--- config.mk ---
export PLATFORM = sky130hd
export DESIGN_NAME = amux_sel_sequencer
export DESIGN_NICKNAME = d
export VERILOG_FILES = /design/src/rtl/amux_sel_sequencer.sv
export SDC_FILE = /design/constraint.sdc
export NUM_CORES = 1
export LEC_CHECK = 0
export BUFFER_PORTS_ARGS = -buffer_cell sky130_fd_sc_hd__buf_4
export CORE_MARGIN = 10
export CORE_UTILIZATION = 59
export DETAILED_ROUTE_END_ITERATION = 12
export PLACE_DENSITY = 0.83
export SETUP_SLACK_MARGIN = 0.4
export SLEW_MARGIN = 20
export SYNTH_ARGS = -nofsm -noshare
export SYNTH_HDL_FRONTEND = slang
export SYNTH_SLANG_ARGS = --single-unit
--- constraint.sdc ---
create_clock -name clk -period 4.4 [get_ports clk]
set_clock_uncertainty 0.15 [all_clocks]
set_input_delay 0.88 -clock clk [delete_from_list [all_inputs] [get_ports clk]]
set_output_delay 0.88 -clock clk [all_outputs]
set_load 0.02 [all_outputs]
--- src/rtl/amux_sel_sequencer.sv ---
// Sequencer for the 2:1 analog mux select line: accepts or generates channel
// requests, waits out analog settling, runs one ADC conversion, returns the result.
module amux_sel_sequencer #(
  parameter int SETTLE_CYCLES  = 16,
  parameter int TIMEOUT_CYCLES = 1024,
  parameter int DATA_W         = 10
) (
  input  logic              clk,
  input  logic              resetn,
  input  logic              scan_en,
  input  logic              req_valid,
  input  logic              req_ch,
  output logic              req_ready,
  output logic              sel,
  output logic              adc_start,
  input  logic              adc_done,
  input  logic [DATA_W-1:0] adc_data,
  output logic              rsp_valid,
  input  logic              rsp_ready,
  output logic              rsp_ch,
  output logic [DATA_W-1:0] rsp_data,
  output logic              rsp_err,
  output logic              busy
);

  typedef enum logic [2:0] {S_IDLE, S_SETTLE, S_START, S_CONV, S_RESP} state_e;

  localparam logic [7:0]  SETTLE_LOAD = 8'(SETTLE_CYCLES - 1);
  localparam logic [15:0] TMO_LAST    = 16'(TIMEOUT_CYCLES - 1);

  state_e              state_q, state_d;
  logic                sel_q, sel_d;
  logic                adc_start_q, adc_start_d;
  logic                rsp_valid_q, rsp_valid_d;
  logic                rsp_ch_q, rsp_ch_d;
  logic [DATA_W-1:0]   rsp_data_q, rsp_data_d;
  logic                rsp_err_q, rsp_err_d;
  logic                busy_q, busy_d;
  logic [7:0]          settle_q, settle_d;
  logic [15:0]         tmo_q, tmo_d;
  logic                want_ch;

  // A real request always beats the scan generator, which targets the other channel.
  assign want_ch = req_valid ? req_ch : ~sel_q;

  always_comb begin
    state_d    = state_q;
    sel_d      = sel_q;
    rsp_ch_d   = rsp_ch_q;
    rsp_data_d = rsp_data_q;
    rsp_err_d  = rsp_err_q;
    settle_d   = settle_q;
    tmo_d      = tmo_q;
    case (state_q)
      S_IDLE: begin
        if (req_valid || scan_en) begin
          if (want_ch != sel_q) begin
            sel_d    = want_ch;
            settle_d = SETTLE_LOAD;
            state_d  = S_SETTLE;
          end else begin
            state_d  = S_START;
          end
        end
      end
      S_SETTLE: begin
        if (settle_q == 8'd0) state_d  = S_START;
        else                  settle_d = settle_q - 8'd1;
      end
      S_START: begin
        tmo_d   = 16'd0;
        state_d = S_CONV;
      end
      S_CONV: begin
        if (adc_done) begin
          rsp_data_d = adc_data;
          rsp_err_d  = 1'b0;
          rsp_ch_d   = sel_q;
          state_d    = S_RESP;
        end else if (tmo_q == TMO_LAST) begin
          rsp_data_d = '0;
          rsp_err_d  = 1'b1;
          rsp_ch_d   = sel_q;
          state_d    = S_RESP;
        end else begin
          tmo_d = tmo_q + 16'd1;
        end
      end
      S_RESP: begin
        if (rsp_ready) state_d = S_IDLE;
      end
      default: state_d = S_IDLE;
    endcase
    // Outputs are registered copies of the next-state decode so they line up with the state.
    adc_start_d = (state_d == S_START);
    rsp_valid_d = (state_d == S_RESP);
    busy_d      = (state_d != S_IDLE);
  end

  always_ff @(posedge clk) begin
    if (!resetn) begin
      state_q     <= S_IDLE;
      sel_q       <= 1'b0;
      adc_start_q <= 1'b0;
      rsp_valid_q <= 1'b0;
      rsp_ch_q    <= 1'b0;
      rsp_data_q  <= '0;
      rsp_err_q   <= 1'b0;
      busy_q      <= 1'b0;
      settle_q    <= 8'd0;
      tmo_q       <= 16'd0;
    end else begin
      state_q     <= state_d;
      sel_q       <= sel_d;
      adc_start_q <= adc_start_d;
      rsp_valid_q <= rsp_valid_d;
      rsp_ch_q    <= rsp_ch_d;
      rsp_data_q  <= rsp_data_d;
      rsp_err_q   <= rsp_err_d;
      busy_q      <= busy_d;
      settle_q    <= settle_d;
      tmo_q       <= tmo_d;
    end
  end

  assign req_ready = resetn & (state_q == S_IDLE);
  assign sel       = sel_q;
  assign adc_start = adc_start_q;
  assign rsp_valid = rsp_valid_q;
  assign rsp_ch    = rsp_ch_q;
  assign rsp_data  = rsp_data_q;
  assign rsp_err   = rsp_err_q;
  assign busy      = busy_q;

endmodule

==> Word level (Yosys, flattened, before mapping) <==
Index checks and enable logic that the tools add are counted.
{ "totals": {"ff_bits": 43, "latch_bits": 0, "ram_bits": 0, "rom_bits": 0, "input_bits": 17, "output_inout_bits": 17, "wordCells": 59, "n_memories": 0} }
{ "op_classes": {"n_addsub": 2, "multipliers": 0, "n_div": 0, "order_cmp": 0, "n_eq_ne": 13, "shifts": 0, "n_mux": 21, "bitwise_logic": 2, "n_reduce_logical": 11} }
{ "ops": {"columns": ["op", "count"], "rows": [
  ["16-bit two-way mux", 2],
  ["16-bit one-hot mux with 2 select lines", 1],
  ["8-bit two-way mux", 3],
  ["10-bit two-way mux", 2],
  ["16-bit by 1-bit adder with 16-bit output, second input constant", 1],
  ["16-bit by 10-bit equality test with 1-bit output, second input constant", 1],
  ["8-bit one-hot mux with 2 select lines", 1],
  ["3-bit two-way mux", 5],
  ["3-bit one-hot mux with 5 select lines", 1],
  ["2-bit inequality test, second input constant", 5],
  ["3-bit by 2-bit equality test with 1-bit output, second input constant", 3],
  ["8-bit logical NOT", 1],
  ["8-bit by 1-bit subtractor with 8-bit output, second input constant", 1],
  ["3-bit equality test, second input constant", 2],
  ["3-bit AND reduction", 2],
  ["2-bit nonzero test", 3],
  ["1-bit two-way mux", 5],
  ["4-bit AND reduction", 1],
  ["3-bit by 1-bit equality test with 1-bit output, second input constant", 1],
  ["3-bit logical NOT", 1],
  ["3-bit nonzero test", 1],
  ["2-bit two-way mux", 1],
  ["2-bit AND reduction", 1],
  ["1-bit AND", 1],
  ["3 further kinds", 3]
]} }

==> Longest topological paths before layout <==
Gate-level depths: netlist of the first run.
{ "depth": {"ltp_word": 7, "depth_mapped": 7, "mapped_depth_nobuf": 7} }

==> Worst setup path after synthesis of the first run <==
No wires, ideal clock.
{ "synth_path": {"path_kind": "in2out", "from": "input port resetn", "to": "output port req_ready", "arrival_time_ns": 1.597, "t_required_ns": 3.370, "setup_slack_ns": 1.773, "stages": 3, "path_buffers": 2, "cell_sequence": "clkbuf_1 clkbuf_1 and2_1"} }
{ "synth_via": {"elab_chain_cells": 1} }
{ "synth_lines": {"columns": ["item", "line_no", "text"], "rows": [
  ["from (decl)", "9", "input logic resetn,"],
  ["1-bit AND", "126", "assign req_ready = resetn & (state_q == S_IDLE);"],
  ["to (decl)", "13", "output logic req_ready,"]
]} }
Every way passes these cells.

==> Worst setup path in the final report of the first run <==
{ "layout_path": {"from": "register state_q[0]", "to": "output port req_ready"} }
{ "layout_via": {"elab_chain_cells": 2} }
{ "layout_lines": {"columns": ["item", "line_no", "text"], "rows": [
  ["from (decl)", "31", "state_e state_q, state_d;"],
  ["from (signal assigned)", "113", "state_q <= state_d;"],
  ["3-bit logical NOT", "126", null],
  ["1-bit AND", "126", null]
]} }
Every way passes these cells.

==> results of run 1 <==
[placed cells by master, fill, tap and decap left out, drive strengths merged, types with 2 or more instances in the layout]
cell type / count
a2111oi: 3
a211oi: 4
nor4b: 3
nand2: 21
nand3: 11
clkbuf: 6
ha: 2
inv: 4
nor3b: 2
nand4: 2
xnor2: 13
and2: 2
a22o: 10
nor2b: 2
a41oi: 2
o211a: 3
nor4: 4
a21oi: 6
a21boi: 4
nand2b: 2
nor2: 25
and4: 4
dfxtp: 43
o21ai: 5
nor3: 7
xor2: 5
buf: 33
and3: 3
[worst min-delay path, delay by kind of cell, from the launching register on]
kind | cells | cell delay, ns
DFF | 1 | 0.33
AOI/OAI and AO/OA | 1 | 0.07
and+or+nand+nor | 1 | 0.05
[layout make-up]
class                      instances  share of cell area, %
multi-input combinational        159                  45.05
sequential                        43                  37.39
timing repair buffer              33                  10.76
tap                               44                  2.391
clock buffer                       6                  2.228
clock inverter                     2                  1.522
inverter                           4                 0.6522
[kinds of logic (layout without fill, tap and decap cells)]
kind of cell / count (synthesis) / in the layout / synth area share [%]
flip-flops: 43 / 43 / 43.99
AND/OR/NAND/NOR: 94 / 94 / 25.38
adder cells (fa/ha/maj): 2 / 2 / 1.279
multiplexers: 1 / 1 / 0.5754
buffers and inverters: 13 / 45 / 3.005
AO/OA/AOI/OAI: 44 / 44 / 17.71
XOR/XNOR: 18 / 18 / 8.056
[registers in the layout, indices dropped and copies added, names as in the netlist]
signal,cells
tmo_q,16
rsp_data,10
settle_q,8
state_q,3
adc_start,1
busy,1
rsp_ch,1
rsp_err,1
rsp_valid,1
sel,1
[metal layers]
| metal | vias to the layer above | global-route usage, % | share of wire [%] |
|---|---|---|---|
| li1 | 839 | - | - |
| met1 | 791 | 16.85 | 46 |
| met2 | 29 | 24.46 | 50 |
| met3 | 2 | 3.687 | 3.9 |
| met4 | 0 | 4.745 | 0.45 |
| met5 | - | 0 | 0 |
[where the power goes]
part,leakage (nW),internal (mW),switching [mW]
registers,0.349,0.441,0.0641
logic,0.511,0.152,0.209
clock network,0.0482,0.134,0.123
[stage by stage]
stage | hold slack (ns) | power, mW | cells | util (%) | instance area (um2)
2_1_floorplan | 0.3150 | 0.7669 | 215 | - | 1957
3_3_place_gp | 0.3154 | 0.8643 | 283 | 71.41 | 2216
3_5_place_dp | 0.3201 | 0.8727 | 283 | 71.41 | 2216
4_1_cts | 0.3492 | 1.128 | 291 | 74.19 | 2302
5_1_grt | 0.3601 | 1.202 | 291 | 74.19 | 2302
6_report | 0.3381 | 1.123 | 291 | 74.19 | 2302
[path summary, 6_finish.rpt]
path,to,cells past startpoint
min reg2reg,rsp_ch$_SDFFE_PN0P_,2
max,req_ready,3
max reg2reg,rsp_data[5]$_SDFFE_PN0P_,6
min,rsp_ch$_SDFFE_PN0P_,2
==> out/qor.yml, run 1 <==
run_status:
  status: "completed"
synthesis:
  syn_area_per_cell_um2: 9.102
  synth-warning-count: 0
  syn_inst: 215
  synth.area.top_cells: "dfxtp_1, xnor2_1, nor2_1"
  synth_cell_type_count: 50
  synth_top_area_cell: "dfxtp_1"
  synth_area_mm2: 0.001957
  synth_edf_count: 0
  seq_area_frac_synth_pct: 43.99
  synth_top_cells_by_count: "dfxtp_1, nor2_1, nand2_1"
  ys_ff_latch: 43
  synthFlopType: "dfxtp_1"
  yosysMostFrequentCell: "dfxtp_1"
  synth_top_area_share_pct: 43.99
  synth_fp_nets: 234
  async_flop_share_pct: 0
floorplanning:
  start_util_pct: 63.06
  pin_count: 34
  dieHeight_um: 77.59
  rows: 20
  die_w_um: 77.59
  core-area_mm2: 0.003103
  die_area_mm2: 0.006020
sta:
  max_slew.worst_pin.slew_ns: 1.032
  rsz0062_at_grt: "no"
  tns_ns: 0
  finalCritPeriodShare_pct: 60.10
  report.final.slew_viol_count: 0
  hold_viol_final: 0
  setup_viol: 0
  relSlewSlack_pct: 30.76
  setup_ws_ns: 1.756
  period_needed_ns: 2.644
  max_freq_mhz: 378.2
critical_path:
  timing.rr.start: "tmo_q[0]$_SDFFE_PN0P_"
  endpoint_kind: "output pin"
  worstSetupPathType: "flop to output pin"
  crit_path_cell_trace: "nor3_1, and2_1, buf_4"
  start_kind: "flop"
  rrSetupSlack_ns: 2.05
  cp_slowest_cell: "dfxtp_1"
  cp_max_fo: 15
  crit_path_start: "state_q[0]$_SDFF_PN0_"
  slowest_delay_ns: 0.48
  arrival_ns: 1.61
  required_ns: 3.37
  path_delay_family: "simple AND/OR/NAND/NOR gates"
  cp_num_buf_inv: 1
pwr:
  ir_drop_v: 0.0003333
  power.density_mw_per_mm2: 487.8
  leakagePower_nw: 0.9077
worst_hold_path:
  hp-class: "flop to flop"
  worstHoldStart: "rsp_ch$_SDFFE_PN0P_"
clocking:
  cts_max_path_buffers: 2
  numCtsBuffers: 5
  cts_tree: "yes"
  cts_setup_buffers: 0
  h-tree-depth: 2
  path_clk_slew_ns: 0.12
  clk_latency_ns: 0.34
  ctsResizeCount: 0
  clock-root-buffer: "clkbuf_4"
  cts_hold_buffers: 0
  clkSinkCount: 43
finish:
  regArea_um2: 860.8
  multi_input_area_mm2: 0.001037
  fillers: 254
  nets: 265
  drive_gt1_share_pct: 19.84
  antenna_cells: 0
  syn2layout_area_growth_pct: 17.65
global_routing:
  grt_pass1_wl_um: 7348
  grt_use_total_pct: 14.27
  antenna_found_initial: 0
  grt-ovfl-total: 0
  grt_max_degree: 19
  grt_pass1_vias: 1658
place:
  portBuffers: 33
  place_congestion: 0.8731
  dp_hpwl_um: 3103
  place_ws_ns: 1.907
routing:
  ant_nets: 0
  vias_per_cell: 5.708
  drtIter0Drc: 202
  firstDrtPassIters: 4
  routedWlPerCell_um: 14.44
  wl_um: 4202
  routed-via-count: 1661
  post-route-drc-count: 0
flow_run:
  maxCapViolations: 0
Note: power is estimated with default switching activity, not from simulation.
==> run 2, diff against run 1 <==
- CORE_UTILIZATION: 59 -> 49
- PLACE_DENSITY: 0.83 -> 0.74
- clock period: 4.4 -> 2.4 ns (I/O delays scaled with it)
==> run 2 against run 1 <==
Compared with the run above:
- critical path depth grew 4
- flip-flop and latch count did not move
- worst hold slack got worse by 0.10 ns
- die area rose by 15%
- final area rose by 6.4%
- count of clock-buffer cells in the layout stayed put
- sequential power grew 81%
- wire length rose by 7.5%
- core utilization shrank 9.2 points
- final cell count rose by 4.1%
- critical endpoint is now tmo_q[6]$_SDFFE_PN0P_
- largest cell class unchanged
- largest power group unchanged
==> out/qor.yml, run 2 (same netlist as run 1, synthesis figures left out) <==
sta:
  report.final.slew_viol_count: 0  # unchanged
  max_freq_mhz: 513.7
  max_slew.worst_pin.slew_ns: 0.4565  # -0.5753 ns
  tns_ns: 0  # unchanged
  period_needed_ns: 1.947
  finalCritPeriodShare_pct: 81.12
  relSlewSlack_pct: 69.32  # +39 points
  setup_viol: 0  # unchanged
  rsz0062_at_grt: "yes"
  hold_viol_final: 0  # unchanged
finish:
  nets: 274  # +3.4%
  syn2layout_area_growth_pct: 25.19
  final_cell_mix: "buf_4, dfxtp_1, nor2_1"
  antenna_cells: 0  # unchanged
  drive_gt1_share_pct: 27.84  # +8.0 points
  layout_commonest_cell: "buf_4"
  largest_register: "tmo_q"
  largest_register_ffs: 16  # unchanged
routing:
  firstDrtPassIters: 4  # unchanged
  vias_per_cell: 5.512  # -3.4%
  post-route-drc-count: 0  # unchanged
  routed-via-count: 1670  # +0.54%
  routedWlPerCell_um: 14.91  # +3.2%
  wl_um: 4517  # +7.5%
  ant_nets: 0  # unchanged
  drtIter0Drc: 59  # -71%
floorplanning:
  die_area_mm2: 0.006921  # +15%
  rows: 22  # +10%
  start_util_pct: 51.89  # -11 points
  pin_count: 34  # unchanged
  dieHeight_um: 83.20  # +7.2%
  die_w_um: 83.20  # +7.2%
  core-area_mm2: 0.003771  # +22%
global_routing:
  grt_use_total_pct: 12.66  # -1.6 points
  antenna_found_initial: 0  # unchanged
  grt_max_degree: 19  # unchanged
  grt_pass1_wl_um: 7493  # +2.0%
  grt_pass1_vias: 1628  # -1.8%
  grt-ovfl-total: 0  # unchanged
place:
  dp_hpwl_um: 3174  # +2.3%
  portBuffers: 33  # unchanged
  place_congestion: 0.8421  # -3.6%
critical_path:
  timing.rr.start: "tmo_q[0]$_SDFFE_PN0P_"
  cp_max_fo: 6  # -9
  cp_num_buf_inv: 1  # unchanged
  required_ns: 2.44  # -0.93 ns
  reg2reg_to: "tmo_q[6]$_SDFFE_PN0P_"
  slowest_delay_ns: 0.34  # -0.14 ns
  rr_worst_depth: 7  # +1
  start_kind: "flop"
  rrSetupSlack_ns: 0.45  # -1.60 ns
  cp.depth: 7  # +4
  cp_slowest_cell: "dfxtp_2"
  worstSetupPathType: "flop to flop"
  crit_path_cell_trace: "ha_1, and4_1, a41o_1, buf_4, a211oi_1, xnor2_1, nor2_1"
  path_delay_family: "compound AO/OA/AOI/OAI gates"
  endpoint_kind: "flop"
  arrival_ns: 1.99  # +0.38 ns
clocking:
  cts_max_path_buffers: 2  # unchanged
  cts_hold_buffers: 0  # unchanged
  h-tree-depth: 2  # unchanged
  clkSinkCount: 43  # unchanged
  cts_tree: "yes"
  clock-root-buffer: "clkbuf_8"
  clk_latency_ns: 0.30  # -0.04 ns
  numCtsBuffers: 5  # unchanged
  path_clk_slew_ns: 0.08  # -0.04 ns
pwr:
  leakagePower_nw: 0.9814  # +8.1%
  power_mw: 2.189  # +95%
  ir_drop_v: 0.0006208  # +86%
  power.density_mw_per_mm2: 893.6  # +83%
run_status:
  status: "completed"
worst_hold_path:
  min_path_cells: 2  # unchanged
  hp-class: "primary input to flop"
  worstHoldStart: "adc_data[6]"
  hold_end: "rsp_data[6]$_SDFFE_PN0P_"
flow_run:
  maxCapViolations: 0  # unchanged
## run 2: timing repair
action	in CTS	in global routing
gates resized for setup	2	16
pin swaps	2	3
buffers inserted	3	1
endpoints found under the setup margin	16	26
gates cloned	0	0
## run 2: power by group
part	leakage (nW)	total, mW	internal, mW	switching [mW]
logic	0.584	0.815	0.356	0.459
registers	0.351	0.912	0.814	0.0982
clock network	0.0470	0.462	0.226	0.237
## run 2: layout make-up
type                       instances  area [um2]
clock inverter                     1       5.005
clock buffer                       6       82.58
multi-input combinational        159        1105
timing repair buffer              42       315.3
sequential                        43       867.1
inverter                           4       15.01
fill                             330        1321
tap                               48       60.06
## run 2: worst max path at each step
stage                      startpoint  slack (ns)                        to
3_3_place_gp    tmo_q[0]$_SDFFE_PN0P_        0.26  rsp_data[9]$_SDFFE_PN0P_
6_report        tmo_q[0]$_SDFFE_PN0P_        0.45     tmo_q[6]$_SDFFE_PN0P_
5_1_grt         tmo_q[0]$_SDFFE_PN0P_        0.32     tmo_q[6]$_SDFFE_PN0P_
3_5_place_dp    tmo_q[0]$_SDFFE_PN0P_        0.22  rsp_data[8]$_SDFFE_PN0P_
4_1_cts        tmo_q[10]$_SDFFE_PN0P_        0.39  rsp_data[8]$_SDFFE_PN0P_
2_1_floorplan   tmo_q[0]$_SDFFE_PN0P_        0.43     tmo_q[4]$_SDFFE_PN0P_
## run 2: routing by layer
| metal | vias to the layer above | track usage, % | wire [um] |
|---|---|---|---|
| met3 | 7 | 3.516 | 187 |
| met1 | 778 | 15.10 | 1981 |
| li1 | 852 | - | - |
| met2 | 33 | 20.32 | 2286 |
| met4 | 0 | 6.154 | 61 |
| met5 | - | 0 | 0 |
## run 2: metrics by stage
step | setup WS [ns] | cell area [um2] | instances | utilization (%) | hold WS [ns]
floorplan | 0.4342 | 1957 | 215 | - | 0.3150
global route | 0.3240 | 2450 | 303 | 64.96 | 0.2302
global placement | 0.2570 | 2258 | 292 | 59.89 | 0.3156
detailed placement | 0.2158 | 2258 | 292 | 59.89 | 0.3182
CTS | 0.3858 | 2376 | 302 | 63.01 | 0.2284
finish | 0.4532 | 2450 | 303 | 64.96 | 0.2353
==> run 3, diff against run 2 <==
- clock period: 2.4 -> 1.7 ns (I/O delays scaled with it)
==> run 3 against run 2 <==
Compared with the run above:
- the run now ends with negative setup slack left
- die area unchanged
- core utilization increased by 27 points
- sequential power increased by 41%
- clock power increased by 45%
- largest cell class unchanged
==> out/qor.yml, run 3 (same netlist as run 1, synthesis figures left out) <==
run_status:
  status: "finished, violations left"
  violations: "negative setup slack"
critical_path:
  required_ns: 1.73  # -0.71 ns
  worstSetupPathType: "flop to flop"
  reg2reg_to: "rsp_data[0]$_SDFFE_PN0P_"
  arrival_ns: 1.95  # -0.04 ns
  slowest_delay_ns: 0.36  # +0.02 ns
  cp_slowest_cell: "dfxtp_2"
  timing.rr.start: "tmo_q[0]$_SDFFE_PN0P_"
  crit_path_frequent_cell: "buf_6"
  crit_path_start: "tmo_q[0]$_SDFFE_PN0P_"
  crit_path_cell_trace: "ha_4, and4_4, buf_6, a41oi_4, buf_6, nor2_4, nor2b_4, a22o_1"
  start_kind: "flop"
  cp_max_fo: 5  # -1
  rr_worst_depth: 8  # +1
  endpoint_kind: "flop"
  rrSetupSlack_ns: -0.22  # -0.67 ns
place:
  place_ws_ns: -0.1379  # -0.3537 ns
  dp_hpwl_um: 4009  # +26%
  place_congestion: 0.9026  # +7.2%
  placed_area_mm2: 0.002810  # +24%
  portBuffers: 33  # unchanged
  dpl.cell_count: 328  # +12%
floorplanning:
  core-area_mm2: 0.003771  # unchanged
  die_area_mm2: 0.006921  # unchanged
  die_w_um: 83.20  # unchanged
  pin_count: 34  # unchanged
  dieHeight_um: 83.20  # unchanged
  rows: 22  # unchanged
  start_util_pct: 51.89  # unchanged
sta:
  finalCritPeriodShare_pct: 112.7  # +32 points
  tns_ns: -3.630  # -3.630 ns
  report.final.slew_viol_count: 0  # unchanged
  setup_viol: 35  # +35
  max_freq_mhz: 521.9  # +1.6%
  setup_ws_ns: -0.2162  # -0.6694 ns
  relSlewSlack_pct: 70.78  # +1.5 points
  timing.hold.ws_ns: 0.1026  # -0.1327 ns
  rsz0062_at_grt: "yes"
  period_needed_ns: 1.916  # -0.03055 ns
  max_slew.worst_pin.slew_ns: 0.4383  # -0.01815 ns
  hold_viol_final: 0  # unchanged
worst_hold_path:
  hp-class: "primary input to flop"
  hold_end: "rsp_data[9]$_SDFFE_PN0P_"
  worstHoldStart: "adc_data[9]"
  min_path_cells: 2  # unchanged
finish:
  drive_gt1_share_pct: 64.40  # +37 points
  antenna_cells: 0  # unchanged
  syn2layout_area_growth_pct: 76.92
  final_cell_mix: "buf_4, dfxtp_2, nor2_1"
  largest_register: "tmo_q"
  instances_no_fill: 357  # +18%
  design_area_mm2: 0.003462  # +41%
  layout_commonest_cell: "buf_4"
  nets: 327  # +19%
  fillers: 134  # -59%
  largest_register_ffs: 16  # unchanged
  final_util_pct: 91.80  # +27 points
clocking:
  cts_tree: "yes"
  h-tree-depth: 2  # unchanged
  numCtsBuffers: 5  # unchanged
  cts_max_path_buffers: 2  # unchanged
  cts_hold_buffers: 0  # unchanged
  clock-root-buffer: "clkbuf_8"
  path_clk_slew_ns: 0.08  # about the same
  clk_latency_ns: 0.30  # about the same
  clkSinkCount: 43  # unchanged
flow_run:
  maxCapViolations: 0  # unchanged
pwr:
  p_int_mw: 2.637  # +89%
  power.density_mw_per_mm2: 1271  # +42%
  comb_power_share_pct: 55.4  # +18 points
  p_switching_mw: 1.762  # +120%
  swShare_pct: 40.06  # +3.8 points
  ir_drop_v: 0.001369  # +120%
  seq_power_share_pct: 29.4  # -12 points
  clkPwrFrac_pct: 15.2  # -5.9 points
  power_mw: 4.399  # +100%
  leakagePower_nw: 1.379  # +41%
routing:
  ant_nets: 0  # unchanged
  firstDrtPassIters: 4  # unchanged
  routedWlPerCell_um: 22.05  # +48%
  wl_um: 7871  # +74%
  drtIter0Drc: 163  # +180%
  vias_per_cell: 6.017  # +9.2%
  routed-via-count: 2148  # +29%
  post-route-drc-count: 0  # unchanged
global_routing:
  grt_pass1_vias: 1999  # +23%
  antenna_found_initial: 0  # unchanged
  grt_pass1_wl_um: 9798  # +31%
  grt-ovfl-total: 0  # unchanged
  grt_use_total_pct: 16.74  # +4.1 points
  grt_max_degree: 19  # unchanged
-- run 3: changes by cell type in the layout (fill, tap and decap cells not counted), sizes merged --
cell      delta
buf         +52
clkinvlp     +1
nor2b        +1
-- run 3: final cells by class --
type	instances	area, um2	area share (%)
clock buffers	6	72.57	2.096
clock inverters	2	12.51	0.3614
inverters	4	15.01	0.4337
multi-input cells	160	1593	46.01
flip-flops and latches	43	895.9	25.88
well taps	48	60.06	1.735
repair buffers	94	813.3	23.49
-- run 3: worst max-delay path by stage --
| stage | end | slack (ns) | depth (start not counted) |
|---|---|---|---|
| after CTS | tmo_q[9]$_SDFFE_PN0P_ | -0.10 | 7 |
| after floorplan | settle_q[5]$_SDFFE_PN0P_ | -0.09 | 6 |
| after detailed placement | rsp_data[7]$_SDFFE_PN0P_ | -0.14 | 6 |
| final | rsp_data[0]$_SDFFE_PN0P_ | -0.22 | 8 |
| after global routing | rsp_data[0]$_SDFFE_PN0P_ | -0.24 | 8 |
| after global placement | tmo_q[4]$_SDFFE_PN0P_ | -0.11 | 6 |
-- run 3: critical path: cells and delay by family (launching register included) --
kind,cells,cell delay (ns)
fa+ha+maj,1,0.15
buf+inv,2,0.27
flops,1,0.36
simple gates,3,0.50
compound gates,2,0.37
-- run 3: per-layer routing --
metal / global-route usage (%) / vias to the layer above / share of wire [%]
li1: - / 964 / -
met1: 21.11 / 1055 / 41
met2: 26.47 / 109 / 50
met3: 5.469 / 20 / 7.4
met4: 4.615 / 0 / 2.4
met5: 0 / - / 0
-- run 3: power groups by stage --
stage	Sequential [mW]	Combinational (mW)	Clock (mW)
final	1.29	2.44	0.668
after floorplan	1.35	0.831	0
after global routing	1.31	2.56	0.709
after CTS	1.27	1.87	0.656
after detailed placement	1.28	1.45	0
after global placement	1.27	1.41	0
-- run 3: what timing repair did --
action,in CTS,in global routing
cloned,0,1
setup endpoints to repair,45,57
gates resized for setup,55,52
buffers inserted,11,9
pin swaps,31,33
